[config.mk]
export PLATFORM = sky130hd
export DESIGN_NAME = if_fetch
export DESIGN_NICKNAME = d
export VERILOG_FILES = /design/src/rtl/if_fetch_pkg.sv /design/src/rtl/if_id_reg.sv /design/src/rtl/if_fetch.sv
export SDC_FILE = /design/constraint.sdc
export NUM_CORES = 1
export LEC_CHECK = 0
export CORE_UTILIZATION = 48
export CTS_CLUSTER_SIZE = 25
export DETAILED_ROUTE_END_ITERATION = 10
export HOLD_SLACK_MARGIN = 0.15
export PLACE_DENSITY = 0.78
export RECOVER_POWER = 25
export SYNTH_ARGS = -nofsm -noshare
export SYNTH_HDL_FRONTEND = slang
export SYNTH_SLANG_ARGS = --single-unit
[constraint.sdc]
create_clock -name clk -period 3.1 [get_ports clk]
set_clock_uncertainty 0.2 [all_clocks]
set_input_delay 0.93 -clock clk [delete_from_list [all_inputs] [get_ports clk]]
set_output_delay 0.93 -clock clk [all_outputs]
set_load 0.1 [all_outputs]
[src/rtl/if_fetch_pkg.sv]
// Shared definitions for the instruction fetch stage.
//   XLEN             : address / instruction width
//   INST_NOP         : canonical RV32I nop (addi x0, x0, 0), used for bubbles and flushes
//   RESET_PC_DEFAULT : default fetch address after reset
//   if_state_e       : fetch FSM state encoding (2-bit)
package if_fetch_pkg;

  localparam int unsigned XLEN = 32;

  localparam logic [XLEN-1:0] INST_NOP         = 32'h0000_0013;
  localparam logic [XLEN-1:0] RESET_PC_DEFAULT = 32'h0000_0000;

  typedef enum logic [1:0] {
    StIdle = 2'd0,  // ready to issue a request at fetch_pc
    StWait = 2'd1,  // request in flight, response wanted
    StDrop = 2'd2,  // request in flight, response stale (redirected)
    StFull = 2'd3   // response captured in skid buffer, waiting for commit
  } if_state_e;

endpackage

[src/rtl/if_id_reg.sv]
// IF/ID pipeline register.
// Priority: rst > flush > hold (write_i=0) > load > bubble.
// Ports:
//   clk_i, rst_i         : clock, synchronous active-high reset
//   flush_i              : squash the held instruction (wrong path)
//   write_i              : 0 holds the register
//   load_i               : capture pc_i / inst_i as a valid instruction
//   pc_i, inst_i         : incoming PC and instruction
//   pc_o, pc4_o, inst_o  : registered PC, PC+4 (link value), instruction
//   valid_o              : register holds a real instruction
module if_id_reg
  import if_fetch_pkg::*;
(
  input  logic            clk_i,
  input  logic            rst_i,
  input  logic            flush_i,
  input  logic            write_i,
  input  logic            load_i,
  input  logic [XLEN-1:0] pc_i,
  input  logic [XLEN-1:0] inst_i,
  output logic [XLEN-1:0] pc_o,
  output logic [XLEN-1:0] pc4_o,
  output logic [XLEN-1:0] inst_o,
  output logic            valid_o
);

  logic [XLEN-1:0] pc_d, pc_q;
  logic [XLEN-1:0] pc4_d, pc4_q;
  logic [XLEN-1:0] inst_d, inst_q;
  logic            valid_d, valid_q;

  always_comb begin
    pc_d    = pc_q;
    pc4_d   = pc4_q;
    inst_d  = inst_q;
    valid_d = valid_q;
    if (flush_i) begin
      inst_d  = INST_NOP;
      valid_d = 1'b0;
    end else if (write_i) begin
      if (load_i) begin
        pc_d    = pc_i;
        pc4_d   = pc_i + XLEN'(4);  // wraps modulo 2^XLEN
        inst_d  = inst_i;
        valid_d = 1'b1;
      end else begin
        // Bubble: PC fields keep their last value, only the payload is squashed.
        inst_d  = INST_NOP;
        valid_d = 1'b0;
      end
    end
  end

  always_ff @(posedge clk_i) begin
    if (rst_i) begin
      pc_q    <= '0;
      pc4_q   <= XLEN'(4);
      inst_q  <= INST_NOP;
      valid_q <= 1'b0;
    end else begin
      pc_q    <= pc_d;
      pc4_q   <= pc4_d;
      inst_q  <= inst_d;
      valid_q <= valid_d;
    end
  end

  assign pc_o    = pc_q;
  assign pc4_o   = pc4_q;
  assign inst_o  = inst_q;
  assign valid_o = valid_q;

endmodule

[src/rtl/if_fetch.sv]
// Instruction fetch stage: owns the fetch PC, issues single-outstanding reads to
// instruction memory, buffers a response that arrives during a stall, drops stale
// responses after a redirect and feeds the IF/ID register.
// Ports:
//   clk, rst                 : clock, synchronous active-high reset
//   pcwrite, ifidwrite       : hazard-unit stall controls (both must be 1 to commit)
//   redirect, target_pc      : EX-stage redirect; target_pc[1:0] ignored
//   imem_req, imem_addr      : one-cycle read request and its address
//   imem_rvalid, imem_rdata  : read response
//   pc_id, pc4_id            : PC and PC+4 of the instruction in IF/ID
//   instruction_id, valid_id : instruction to ID and its valid flag
module if_fetch
  import if_fetch_pkg::*;
#(
  parameter logic [XLEN-1:0] RESET_PC = RESET_PC_DEFAULT
) (
  input  logic            clk,
  input  logic            rst,
  input  logic            pcwrite,
  input  logic            ifidwrite,
  input  logic            redirect,
  input  logic [XLEN-1:0] target_pc,
  output logic            imem_req,
  output logic [XLEN-1:0] imem_addr,
  input  logic            imem_rvalid,
  input  logic [XLEN-1:0] imem_rdata,
  output logic [XLEN-1:0] pc_id,
  output logic [XLEN-1:0] pc4_id,
  output logic [XLEN-1:0] instruction_id,
  output logic            valid_id
);

  if_state_e       state_d, state_q;
  logic [XLEN-1:0] fetch_pc_d, fetch_pc_q;
  logic [XLEN-1:0] skid_d, skid_q;

  logic            commit;
  logic [XLEN-1:0] target_aligned;
  logic [XLEN-1:0] fetch_pc_plus4;
  logic            ifid_load;
  logic [XLEN-1:0] ifid_inst;
  logic            unused_target_lsbs;

  // A mismatched pcwrite/ifidwrite pair is treated as a stall.
  assign commit             = pcwrite & ifidwrite;
  assign target_aligned     = {target_pc[XLEN-1:2], 2'b00};
  assign fetch_pc_plus4     = fetch_pc_q + XLEN'(4);
  assign unused_target_lsbs = ^target_pc[1:0];

  always_comb begin
    state_d    = state_q;
    fetch_pc_d = fetch_pc_q;
    skid_d     = skid_q;
    imem_req   = 1'b0;
    ifid_load  = 1'b0;
    ifid_inst  = imem_rdata;
    unique case (state_q)
      StIdle: begin
        if (redirect) begin
          fetch_pc_d = target_aligned;
        end else begin
          imem_req = 1'b1;
          state_d  = StWait;
        end
      end
      StWait: begin
        if (redirect) begin
          fetch_pc_d = target_aligned;
          // Same-cycle response is simply discarded; otherwise wait it out.
          state_d    = imem_rvalid ? StIdle : StDrop;
        end else if (imem_rvalid) begin
          if (commit) begin
            ifid_load  = 1'b1;
            fetch_pc_d = fetch_pc_plus4;
            state_d    = StIdle;
          end else begin
            skid_d  = imem_rdata;
            state_d = StFull;
          end
        end
      end
      StDrop: begin
        if (redirect) fetch_pc_d = target_aligned;
        if (imem_rvalid) state_d = StIdle;
      end
      StFull: begin
        if (redirect) begin
          skid_d     = '0;
          fetch_pc_d = target_aligned;
          state_d    = StIdle;
        end else if (commit) begin
          ifid_load  = 1'b1;
          ifid_inst  = skid_q;
          fetch_pc_d = fetch_pc_plus4;
          state_d    = StIdle;
        end
      end
      default: state_d = StIdle;
    endcase
  end

  always_ff @(posedge clk) begin
    if (rst) begin
      state_q    <= StIdle;
      fetch_pc_q <= RESET_PC;
      skid_q     <= '0;
    end else begin
      state_q    <= state_d;
      fetch_pc_q <= fetch_pc_d;
      skid_q     <= skid_d;
    end
  end

  assign imem_addr = fetch_pc_q;

  if_id_reg u_if_id_reg (
    .clk_i   (clk),
    .rst_i   (rst),
    .flush_i (redirect),
    .write_i (ifidwrite),
    .load_i  (ifid_load),
    .pc_i    (fetch_pc_q),
    .inst_i  (ifid_inst),
    .pc_o    (pc_id),
    .pc4_o   (pc4_id),
    .inst_o  (instruction_id),
    .valid_o (valid_id)
  );

endmodule

==> results by group <==
Status
  – Status: finished, final reports clean

Setup path
  – Largest stage delay, worst path: 0.47 ns
  – Crit start category: input pin
  – R2R setup slack: 0.40 ns
  – Slowest CP cell: clkdlybuf4s50_1
  – Crit path required time: 1.97 ns
  – Crit-path cells: clkdlybuf4s50_1 -> nor3_4 -> buf_12
  – Worst path bufs/invs: 2
  – Largest fanout on the critical path: 3
  – Setup CP Type: in2out
  – Crit path DAT: 1.86 ns
  – Crit. End Element: primary output
  – Crit-path leading delay family: buffers and inverters

Cells and area
  – Fill cell count: 1274
  – Fin area: 9310 sq um
  – Layout Cells excl Fill: 1216
  – Area occupied by multi-input gates: 3460 sq um
  – Most common library cell in the layout ignoring fill and taps: dfxtp_1
  – Diode count: 0
  – Post-Route Utilization: 66.0%
  – Highest-count cells in the layout ignoring fill and taps: dfxtp_1 (144), nand2_1 (107), buf_4 (89)
  – FF+latch area: 3170 sq um
  – Fraction of layout cells with a size suffix above 1: 15.8%
  – Fin nets: 1098
  – Area delta synth->final: 32.3%

Synthesis
  – FF+latch count, synth: 157
  – Avg Inst Size Synth: 8.21 sq um
  – Primary FF master, synth: dfxtp_1
  – Mapped Area: 7040 sq um
  – Ys async rst share: 0%
  – Sequential fraction of the synthesis area: 44.7%
  – Cells after synthesis: 857
  – Cell variety after synth: 54
  – Share of the synthesized area in the top cell type: 44.7%
  – Area contributors post-synth: dfxtp_1 (45%), nand2_1 (5.7%), nor2_1 (4.8%), mux2i_1 (4.3%), a21oi_1 (4.2%)
  – Yosys warns: 0
  – EDFF count, synth: 0
  – Largest area contributor in the netlist: dfxtp_1

Timing
  – Fin crit period: 2.99 ns
  – Final Setup Violations: 0
  – Max Freq: 335 MHz
  – Setup_tns: 0 ns
  – RSZ-0062 raised after global routing: no
  – Endpoints failing hold: 0
  – Slew @ Worst Pin: 1.21 ns
  – Final cycle utilization of the critical path: 96.3%
  – Max Slew Vio Count: 0
  – Worst relative slew slack: 19.6%
  – Hold Slack: 0.253 ns

Floorplanning
  – Initial Util: 49.9%
  – Die Ht: 123 microns
  – FP Rows: 43
  – DIE AREA: 15100 sq um
  – Num ports: 200
  – Area of the core: 14100 sq um
  – Die width: 123 microns

Global route
  – GRT Util Overall: 27.7%
  – Global-route wire length before repair: 32.3 mm
  – Via count of the first global-routing pass: 6162
  – Initial antenna violation count: 0
  – GRT overflow: 0
  – Largest net degree at the start of global routing: 52

Drt
  – DRT Wirelength: 20.9 mm
  – Initial DRC count: 543
  – 1st-pass router iterations: 5
  – Vias post-DR: 6940
  – DRC viols: 0
  – Avg WL per Cell: 17.2 microns
  – Final ANT Viol Nets: 0
  – Vias per cell: 5.71

Clocking
  – H-tree levels: 4
  – CTS tree: done
  – CTS buffer count: 17
  – Clk Latency, worst-skew pair: 0.42 ns
  – CTS Root Cell: clkbuf_16
  – CTS Buffer Depth: 2
  – Setup bufs post-CTS: 0
  – Clock Sinks: 157
  – Worst-path clk slew: 0.06 ns
  – Post_cts resized: 0
  – # hold bufs at CTS: 0

Placed design
  – I/O Buffers: 191
  – DP HPWL: 14.3 mm
  – Placed cell areas: 8990 sq um
  – GPL Wtd Cong: 0.870
  – Placed instance count: 1188

Pwr
  – Power Dens Cells: 523 nW/um^2
  – Worst VDD drop: 0.000405 V
  – Leakage: 3.55 nW

Job
  – Maxcap violations: 0

Hold path
  – HP Class: reg2reg
-- cell usage after synthesis (4+ instances only) --
cell and number:
a211oi_1 27, mux2_2 4, nand3_1 18, xnor2_1 15, clkbuf_1 63, or3_1 7, a21oi_1 59, nor4_1 6
buf_4 6, nor2b_1 4, mux2i_1 30, nand2_1 107, buf_2 7, nand4_1 10, buf_1 8, nor3_1 8
a22oi_1 36, nand2b_1 6, or4_1 8, and2_1 30, nor2_1 90, dfxtp_1 157, o211ai_1 4, inv_1 35
xor2_1 12, a31oi_1 4, o22ai_1 34, o21ai_0 16, or4_2 4
-- worst reg2reg max path: cells and delay by family (launching register included) --
kind	cells	cell delay (ns)
and+or+nand+nor	4	1.74
DFF	1	0.42
AOI/OAI and AO/OA	1	0.24
-- path summary, 6_finish.rpt --
check                                          start               endpoint  depth (start not counted)
worst max-delay path                        redirect               imem_req                          3
worst min-delay path            u_if_id_reg.pc4_o[3]   u_if_id_reg.pc4_o[3]                          2
worst max register to register         imem_addr[16]  u_if_id_reg.pc4_o[27]                          5
worst min register to register  u_if_id_reg.pc4_o[3]   u_if_id_reg.pc4_o[3]                          2
-- cell families (layout without fill, tap and decap cells) --
family                     Yosys count  in the layout  share of synthesized area, %
DFF                                157            157                          44.7
other                                1              6                        0.0533
and+or+nand+nor                    311            311                          20.8
adders and majority gates            1              1                         0.178
xor gates and xnor gates            27             27                          3.36
muxes                               34             34                          4.91
buffers and inverters              120            294                          6.95
AOI/OAI and AO/OA                  206            206                          19.1
-- area by class of cell --
type                            count  area share (%)
Tap cell                          180            2.42
Timing Repair Buffer              231            18.7
Sequential cell                   157            34.1
Multi-Input combinational cell    585            37.2
Clock buffer                       22            5.32
Clock inverter                      6           0.900
Inverter                           35            1.41
-- power by group --
| part | leakage [nW] | switching, mW | internal [mW] | total (mW) |
|---|---|---|---|---|
| logic | 1.98 | 0.455 | 0.211 | 0.666 |
| registers | 1.28 | 0.0713 | 2.06 | 2.13 |
| clock network | 0.285 | 0.799 | 1.28 | 2.08 |
| total | 3.55 | 1.33 | 3.55 | 4.87 |
-- metrics by stage --
step | setup WS (ns) | power, mW
final | 0.113 | 4.87
after global routing | 0.0558 | 5.03
after CTS | 0.104 | 4.90
after detailed placement | 0.0762 | 2.84
after global placement | 0.0851 | 2.83
after floorplan | -0.172 | 2.61
-- registers in the layout (all words and copies together), names as in the netlist --
| signal | cells |
|---|---|
| state_q | 2 |
| u_if_id_reg.pc_o | 30 |
| u_if_id_reg.valid_o | 1 |
| skid_q | 32 |
| u_if_id_reg.pc4_o | 30 |
| imem_addr | 30 |
| u_if_id_reg.inst_o | 32 |
-- routing by layer --
metal,vias up,track usage (%),wire [microns]
met5,-,0,0
met4,0,9.94,433
met3,44,6.96,1800
met2,319,41.9,9260
met1,3253,38.1,9390
li1,3324,-,-
(Power assumes the default switching activity.)
